--- src/rtl/dev_uart.sv ---
// dev_uart: memory-mapped UART responder on the uncached device port.
// Four registers, TX FIFO feeding an 8-N-1 transmitter, 1-byte 8-N-1 receiver.
module dev_uart #(
  parameter int ADDR_WIDTH    = 32,
  parameter int DATA_WIDTH    = 32,
  parameter int CLKS_PER_BIT  = 868,
  parameter int TX_FIFO_DEPTH = 8
) (
  input  logic                    clk_i,
  input  logic                    rst_i,
  input  logic                    S_DEVICE_strobe_i,
  input  logic [ADDR_WIDTH-1:0]   S_DEVICE_addr_i,
  input  logic                    S_DEVICE_rw_i,
  input  logic [DATA_WIDTH/8-1:0] S_DEVICE_byte_enable_i,
  input  logic [DATA_WIDTH-1:0]   S_DEVICE_data_i,
  output logic                    S_DEVICE_data_ready_o,
  output logic [DATA_WIDTH-1:0]   S_DEVICE_data_o,
  output logic                    uart_tx_o,
  input  logic                    uart_rx_i
);
  localparam int AW = $clog2(TX_FIFO_DEPTH);
  localparam int CW = $clog2(CLKS_PER_BIT);
  localparam logic [CW-1:0] BIT_END  = CW'(CLKS_PER_BIT - 1);
  localparam logic [CW-1:0] HALF_END = CW'(CLKS_PER_BIT / 2 - 1);

  typedef enum logic [1:0] {
    S_IDLE, S_START, S_DATA, S_STOP
  } st_e;

  logic [1:0] reg_sel;
  logic rd_en, wr_en, rd_rx, push, clr_ovr, clr_fe;
  logic full, empty, tx_pop, tx_end, rx_end, rx_half, rx_s;
  logic [5:0] status;
  logic [DATA_WIDTH-1:0] rdata_d;

  logic rdy_q;
  logic [DATA_WIDTH-1:0] rdata_q;
  logic [7:0] mem_q [TX_FIFO_DEPTH];
  logic [AW:0] wptr_q, rptr_q;

  st_e tx_st_q;
  logic [CW-1:0] tx_cnt_q;
  logic [2:0] tx_bit_q;
  logic [7:0] tx_sh_q;
  logic tx_q;

  logic [1:0] sync_q;
  logic rx_prev_q;
  st_e rx_st_q;
  logic [CW-1:0] rx_cnt_q;
  logic [2:0] rx_bit_q;
  logic [7:0] rx_sh_q, rx_byte_q;
  logic rx_valid_q, rx_ovr_q, rx_fe_q;

  logic unused_bits;
  assign unused_bits = ^{S_DEVICE_addr_i[ADDR_WIDTH-1:4], S_DEVICE_addr_i[1:0],
                         S_DEVICE_data_i[DATA_WIDTH-1:8],
                         S_DEVICE_byte_enable_i[DATA_WIDTH/8-1:1]};

  assign reg_sel = S_DEVICE_addr_i[3:2];
  assign wr_en   = S_DEVICE_strobe_i & S_DEVICE_rw_i;
  assign rd_en   = S_DEVICE_strobe_i & ~S_DEVICE_rw_i;
  assign rd_rx   = rd_en && reg_sel == 2'd0;
  assign push    = wr_en && reg_sel == 2'd1 && S_DEVICE_byte_enable_i[0] && !full;
  assign clr_ovr = wr_en && reg_sel == 2'd3 && S_DEVICE_byte_enable_i[0] && S_DEVICE_data_i[1];
  assign clr_fe  = wr_en && reg_sel == 2'd3 && S_DEVICE_byte_enable_i[0] && S_DEVICE_data_i[5];

  assign full  = (wptr_q[AW] != rptr_q[AW]) && (wptr_q[AW-1:0] == rptr_q[AW-1:0]);
  assign empty = (wptr_q == rptr_q);

  assign tx_end = (tx_cnt_q == BIT_END);
  assign tx_pop = !empty && (tx_st_q == S_IDLE || (tx_st_q == S_STOP && tx_end));

  assign rx_s    = sync_q[1];
  assign rx_end  = (rx_cnt_q == BIT_END);
  assign rx_half = (rx_cnt_q == HALF_END);

  assign status = {rx_fe_q, tx_st_q != S_IDLE, empty, full, rx_ovr_q, rx_valid_q};

  assign S_DEVICE_data_ready_o = rdy_q;
  assign S_DEVICE_data_o       = rdata_q;
  assign uart_tx_o             = tx_q;

  // read mux; writes and write-only registers return zero
  always_comb begin
    rdata_d = '0;
    if (rd_en) begin
      case (reg_sel)
        2'd0:    rdata_d[7:0] = rx_byte_q;
        2'd2:    rdata_d[5:0] = status;
        default: rdata_d = '0;
      endcase
    end
  end

  // one registered completion per strobe
  always_ff @(posedge clk_i) begin
    if (rst_i) begin
      rdy_q   <= 1'b0;
      rdata_q <= '0;
    end else begin
      rdy_q   <= S_DEVICE_strobe_i;
      rdata_q <= rdata_d;
    end
  end

  // FIFO storage, no reset needed since pointers gate visibility
  always_ff @(posedge clk_i) begin
    if (push) mem_q[wptr_q[AW-1:0]] <= S_DEVICE_data_i[7:0];
  end

  // FIFO pointers, extra MSB distinguishes full from empty
  always_ff @(posedge clk_i) begin
    if (rst_i) begin
      wptr_q <= '0;
      rptr_q <= '0;
    end else begin
      if (push)   wptr_q <= wptr_q + 1'b1;
      if (tx_pop) rptr_q <= rptr_q + 1'b1;
    end
  end

  // transmitter: start, 8 data LSB first, stop; chains frames with no gap
  always_ff @(posedge clk_i) begin
    if (rst_i) begin
      tx_st_q  <= S_IDLE;
      tx_cnt_q <= '0;
      tx_bit_q <= '0;
      tx_sh_q  <= '0;
      tx_q     <= 1'b1;
    end else begin
      case (tx_st_q)
        S_IDLE: begin
          tx_cnt_q <= '0;
          if (tx_pop) begin
            tx_sh_q <= mem_q[rptr_q[AW-1:0]];
            tx_q    <= 1'b0;
            tx_st_q <= S_START;
          end
        end
        S_START: begin
          if (tx_end) begin
            tx_cnt_q <= '0;
            tx_bit_q <= '0;
            tx_q     <= tx_sh_q[0];
            tx_st_q  <= S_DATA;
          end else tx_cnt_q <= tx_cnt_q + 1'b1;
        end
        S_DATA: begin
          if (tx_end) begin
            tx_cnt_q <= '0;
            if (tx_bit_q == 3'd7) begin
              tx_q    <= 1'b1;
              tx_st_q <= S_STOP;
            end else begin
              tx_bit_q <= tx_bit_q + 1'b1;
              tx_sh_q  <= tx_sh_q >> 1;
              tx_q     <= tx_sh_q[1];
            end
          end else tx_cnt_q <= tx_cnt_q + 1'b1;
        end
        default: begin
          if (tx_end) begin
            tx_cnt_q <= '0;
            if (tx_pop) begin
              tx_sh_q <= mem_q[rptr_q[AW-1:0]];
              tx_q    <= 1'b0;
              tx_st_q <= S_START;
            end else tx_st_q <= S_IDLE;
          end else tx_cnt_q <= tx_cnt_q + 1'b1;
        end
      endcase
    end
  end

  // input synchronizer plus previous-sample flop for edge detect
  always_ff @(posedge clk_i) begin
    if (rst_i) begin
      sync_q    <= 2'b11;
      rx_prev_q <= 1'b1;
    end else begin
      sync_q    <= {sync_q[0], uart_rx_i};
      rx_prev_q <= sync_q[1];
    end
  end

  // receiver and status flags; a completing frame overrides a same-cycle read
  always_ff @(posedge clk_i) begin
    if (rst_i) begin
      rx_st_q    <= S_IDLE;
      rx_cnt_q   <= '0;
      rx_bit_q   <= '0;
      rx_sh_q    <= '0;
      rx_byte_q  <= '0;
      rx_valid_q <= 1'b0;
      rx_ovr_q   <= 1'b0;
      rx_fe_q    <= 1'b0;
    end else begin
      if (rd_rx)   rx_valid_q <= 1'b0;
      if (clr_ovr) rx_ovr_q   <= 1'b0;
      if (clr_fe)  rx_fe_q    <= 1'b0;
      case (rx_st_q)
        S_IDLE: begin
          rx_cnt_q <= '0;
          if (rx_prev_q && !rx_s) rx_st_q <= S_START;
        end
        S_START: begin
          if (rx_half) begin
            rx_cnt_q <= '0;
            rx_bit_q <= '0;
            rx_st_q  <= rx_s ? S_IDLE : S_DATA;
          end else rx_cnt_q <= rx_cnt_q + 1'b1;
        end
        S_DATA: begin
          if (rx_end) begin
            rx_cnt_q <= '0;
            rx_sh_q  <= {rx_s, rx_sh_q[7:1]};
            if (rx_bit_q == 3'd7) rx_st_q <= S_STOP;
            else rx_bit_q <= rx_bit_q + 1'b1;
          end else rx_cnt_q <= rx_cnt_q + 1'b1;
        end
        default: begin
          if (rx_end) begin
            rx_cnt_q <= '0;
            rx_st_q  <= S_IDLE;
            if (rx_s) begin
              rx_byte_q  <= rx_sh_q;
              rx_valid_q <= 1'b1;
              if (rx_valid_q && !rd_rx) rx_ovr_q <= 1'b1;
            end else rx_fe_q <= 1'b1;
          end else rx_cnt_q <= rx_cnt_q + 1'b1;
        end
      endcase
    end
  end
endmodule

--- config.mk ---
export PLATFORM = sky130hd
export DESIGN_NAME = dev_uart
export DESIGN_NICKNAME = d
export VERILOG_FILES = /design/src/rtl/dev_uart.sv
export SDC_FILE = /design/constraint.sdc
export NUM_CORES = 1
export LEC_CHECK = 0
export BUFFER_PORTS_ARGS = -buffer_cell sky130_fd_sc_hd__buf_2
export CAP_MARGIN = 20
export CELL_PAD_IN_SITES_DETAIL_PLACEMENT = 0
export CELL_PAD_IN_SITES_GLOBAL_PLACEMENT = 2
export CORE_MARGIN = 10
export CORE_UTILIZATION = 40
export DETAILED_ROUTE_END_ITERATION = 10
export PLACE_DENSITY_LB_ADDON = 0.12
export SYNTH_ARGS = -nofsm -noshare
export SYNTH_HDL_FRONTEND = slang
export SYNTH_SLANG_ARGS = --single-unit
--- constraint.sdc ---
create_clock -name clk_i -period 4.69 [get_ports clk_i]
set_input_delay 0 -clock clk_i [delete_from_list [all_inputs] [get_ports clk_i]]
set_output_delay 0 -clock clk_i [all_outputs]
set_load 0.005 [all_outputs]
==> results.md <==
Outcome:
- The run finished with clean final reports.

Synthesis:
- The share of the Yosys chip area taken by registers is 57.8%.
- The count of distinct cell types in the synthesized netlist is 53.
- The cell count after synthesis is 511.
- The Yosys step of the flow raised 0 warnings.
- The mean post-synth cell area is 12.0 um^2.
- The synthesized netlist occupies a cell area of 6130 um^2.
- In the synthesized netlist the dominant register cell turns out to be sky130_fd_sc_hd__dfxtp_1.
- The share of flip-flops with an asynchronous set or reset after synthesis is 0%.
- The fraction of post-synthesis cell area in the top cell type by area is 31.3%.
- Yosys mapped a number of flops with a built-in enable equal to 64.
- The biggest area contributor in the post-synthesis netlist is sky130_fd_sc_hd__edfxtp_1.
- After synthesis the netlist holds a flip-flop and latch count of 145.
- By area the synthesized netlist is led by sky130_fd_sc_hd__edfxtp_1 (31%), sky130_fd_sc_hd__dfxtp_1 (26%), sky130_fd_sc_hd__mux4_2 (5.9%).

Setup path:
- In this run the worst setup path begins at wptr_q[1].
- STA classifies the critical path startpoint as a register.
- The critical path's slowest cell is sky130_fd_sc_hd__nor2_1.
- STA puts the critical path data arrival time at 2.94 ns.
- The startpoint identified for the worst register-to-register timing path is wptr_q[1].
- The setup slack on the worst flop-to-flop path is 1.80 ns.
- Along the worst path, the maximum fanout reaches 9.
- The largest stage delay on the critical path is 0.72 ns.
- The worst setup path is captured at a register.
- The critical path is of the reg2reg type.
- The required time of the critical path is 4.74 ns.
- In this run the critical register-to-register path is captured at mem_q[3][3].
- The critical path goes through xor2_1 -> nor4_1 -> or3_1 -> or2_2 -> nor2_1.
- The cell count of the worst reg-to-reg path is 5.
- The termination of the worst setup path is mem_q[3][3].

Clock network:
- The post-CTS setup buffer count is 0.
- The maximum buffer depth of the clock tree is 2.
- The clock root buffer is sky130_fd_sc_hd__clkbuf_16.
- In this run, CTS created clock tree buffers numbering 17.
- At the later pin of the worst-skew pair, clock insertion delay measures 0.42 ns.
- The tree built by TritonCTS fans out to 145 sinks.
- Clock-pin slew was measured on the worst setup and hold paths at 0.06 ns.
- The clock tree from TritonCTS is built.
- The CTS H-tree depth is 4.
- For this design, the CTS-stage hold fixing added 14 buffers.
- The number of instances resized during post-cts repair is 0.

Route:
- The number of routed nets with antenna violations is 0.
- The violation count after the first detailed-routing iteration is 197.
- The number of search-and-repair iterations in the first detailed-routing pass is 4.
- The count of unresolved DRC violations after routing is 0.
- The routed wire length is 11800 um.
- The number of vias after detailed routing is 3725.
- Dividing the detail-routed via count by the number of cells gives 4.98.
- The post-detailed-route wirelength per cell is 15.7 um.

GRT:
- The maximum number of pins on one net before global-route repair is 33.
- The number of global-route vias before repair was 3753.
- The global-route wire length before repair is 19600 um.
- The number of antenna violations at the first check in global routing was 0.
- After global routing the overflow that remains totals 0.
- The aggregate global-route resource usage is 12.2%.

Finish:
- The final layout contains 633 nets.
- The final non-filler cell total is 748.
- The layout has 1360 filler cells.
- The fraction of final layout cells with drive strength greater than 1 is 15.7%.
- The combined flip-flop and latch cell area is 3540 um^2.
- The signed area change from the synthesized netlist to the final layout is 15.3%.
- The post-route standard cell area excluding fillers is 7070 um^2.
- The repair_antennas step left the layout with diodes totalling 0.
- In the final layout, the multi-input gates occupy 2360 um^2.
- Leaving out fill and tap cells, the most frequent cells in the layout are sky130_fd_sc_hd__dfxtp_1 (81), sky130_fd_sc_hd__nor2_1 (81), sky130_fd_sc_hd__edfxtp_1 (64).

Pwr:
- Of the total power, combinational logic draws 11.2%.
- The worst-case IR drop observed on VDD is 0.265 mV.
- Summed over all nets, the switching power comes to 0.835 mW.
- The cell-internal power is 2.27 mW.
- The total leakage power is 2.63 nW.
- Net switching is 26.9% of the power.
- Sequential cells burn 44.3% of the power.
- The power density over the cells is 439 nW/um^2.
- The clock network burns 44.5% of the power.

Placed design:
- The worst setup timing slack at the placement stage is 1.74 ns.
- The placed instances occupy a cell area of 6320 um^2.
- The wire-length estimate of the detail-placed layout is 7790 um.
- The number of port buffers is 25.
- After detailed placement, the design holds a cell count of 702.
- The placer congestion estimate is 0.727.

Run:
- The max-capacitance violation count is 0.

STA:
- The count of pins over their slew limit is 0.
- Setup repair after global routing left no endpoint under its margin.
- The achievable frequency is 0.346 GHz.
- Measured against its own limit, the worst slew margin works out to 29.5%.
- The final period demand of the worst path is 2.89 ns.
- The final number of hold-violating endpoints is 0.
- The setup total negative slack is 0 ns.
- The worst path setup slack after routing is 1.80 ns.
- At the pin with the least slew margin, the transition time is 1.04 ns.
- The worst path uses 61.7% of the clock period.
- The final clock skew is 0.00932 ns.
- The total of endpoints with negative setup slack in the final report is 0.

Min path:
- The path class of the tightest hold or removal check is in2reg.

Floorplan:
- The total area inside the core boundary comes to 15100 um^2.
- During I/O placement, the number of pins put on the boundary was 107.
- The number of rows in the core area is 45.
- The die covers 20700 um^2.
- The die width is 144 um.
- The floorplan step set the die height to 144 um.
- The initial standard-cell utilization of the core is 40.6%.
worst min path at each step:
stage,to,cells past startpoint,start
2_1_floorplan,mem_q[0][0],0,S_DEVICE_data_i[0]
3_3_place_gp,sync_q[0],2,uart_rx_i
3_5_place_dp,sync_q[0],2,uart_rx_i
4_1_cts,rx_sh_q[1],2,rst_i
5_1_grt,rx_byte_q[4],2,rst_i
6_report,rx_byte_q[2],2,rst_i
cell families (layout without fill, tap and decap cells):
| kind of cell | count (synthesis) | after routing | share of synthesized area (%) |
|---|---|---|---|
| AO/OA/AOI/OAI | 49 | 49 | 5.94 |
| XOR/XNOR | 26 | 26 | 3.71 |
| adder cells (fa/ha/maj) | 13 | 13 | 2.65 |
| buffers and inverters | 57 | 83 | 5.26 |
| flip-flops | 145 | 145 | 57.8 |
| multiplexers | 41 | 41 | 9.96 |
| other | 1 | 24 | 0.0611 |
| AND/OR/NAND/NOR | 179 | 179 | 14.6 |
flip-flops by register name (all words and copies together) (netlist names), 2 cells and up, named ones only:
name and count:
tx_st_q 2, tx_bit_q 3, tx_sh_q 8, rx_cnt_q 10, rx_sh_q 8, rx_byte_q 8
rx_bit_q 3, wptr_q 4, S_DEVICE_data_o 8, sync_q 2, rptr_q 4, rx_st_q 2
tx_cnt_q 10, mem_q 64
power groups by stage:
stage | Clock, mW | Sequential [mW] | Combinational, mW
after floorplan | 0 | 1.40 | 0.284
after global placement | 0 | 1.40 | 0.340
after detailed placement | 0 | 1.40 | 0.345
after CTS | 1.41 | 1.38 | 0.354
after global routing | 1.47 | 1.38 | 0.394
final | 1.38 | 1.38 | 0.347
cell usage after synthesis (all sizes together), types with 2 or more instances:
cell type / count
nor2b: 4
edfxtp: 64
mux4: 16
dfxtp: 81
clkbuf: 13
and2: 5
nand2b: 10
nand3b: 8
o22ai: 7
and4: 3
ha: 13
nor4: 3
nand2: 20
nor3b: 3
o41ai: 9
or2: 5
nor2: 81
a41oi: 2
xor2: 11
inv: 9
a21oi: 11
nand4: 6
mux2i: 25
xnor2: 15
a211oi: 3
nand3: 17
buf: 34
a2bb2oi: 2
nor4bb: 3
or3: 3
o21ai: 6
nor3: 5
worst max-delay path, delay by kind of cell, from the launching register on:
family | cells | cell delay, ns
XOR/XNOR | 1 | 0.30
AND/OR/NAND/NOR | 4 | 1.68
flip-flops | 1 | 0.53
final cells by class:
type | count | area share [%]
Timing Repair Buffer | 41 | 3.96
Multi-Input combinational cell | 332 | 33.4
Clock buffer | 17 | 6.02
Clock inverter | 15 | 2.64
Tap cell | 188 | 3.33
Inverter | 10 | 0.531
Sequential cell | 145 | 50.1
per-layer routing:
layer / vias up / part of all wire (%) / GRT usage, %
met2: 72 / 47 / 18.6
met4: 0 / 2.0 / 5.70
met5: - / 0 / 0
li1: 1880 / - / -
met1: 1753 / 47 / 16.1
met3: 20 / 4.1 / 2.84
stage by stage:
stage               hold slack, ns  power, mW  util (%)
floorplan                   0.0989       1.68         -
CTS                         0.0638       3.14      46.9
detailed placement           0.202       1.75      41.9
global route                0.0920       3.25      46.9
finish                      0.0649       3.10      46.9
global placement             0.207       1.74      41.9
Note: power is estimated with default switching activity, not from simulation.
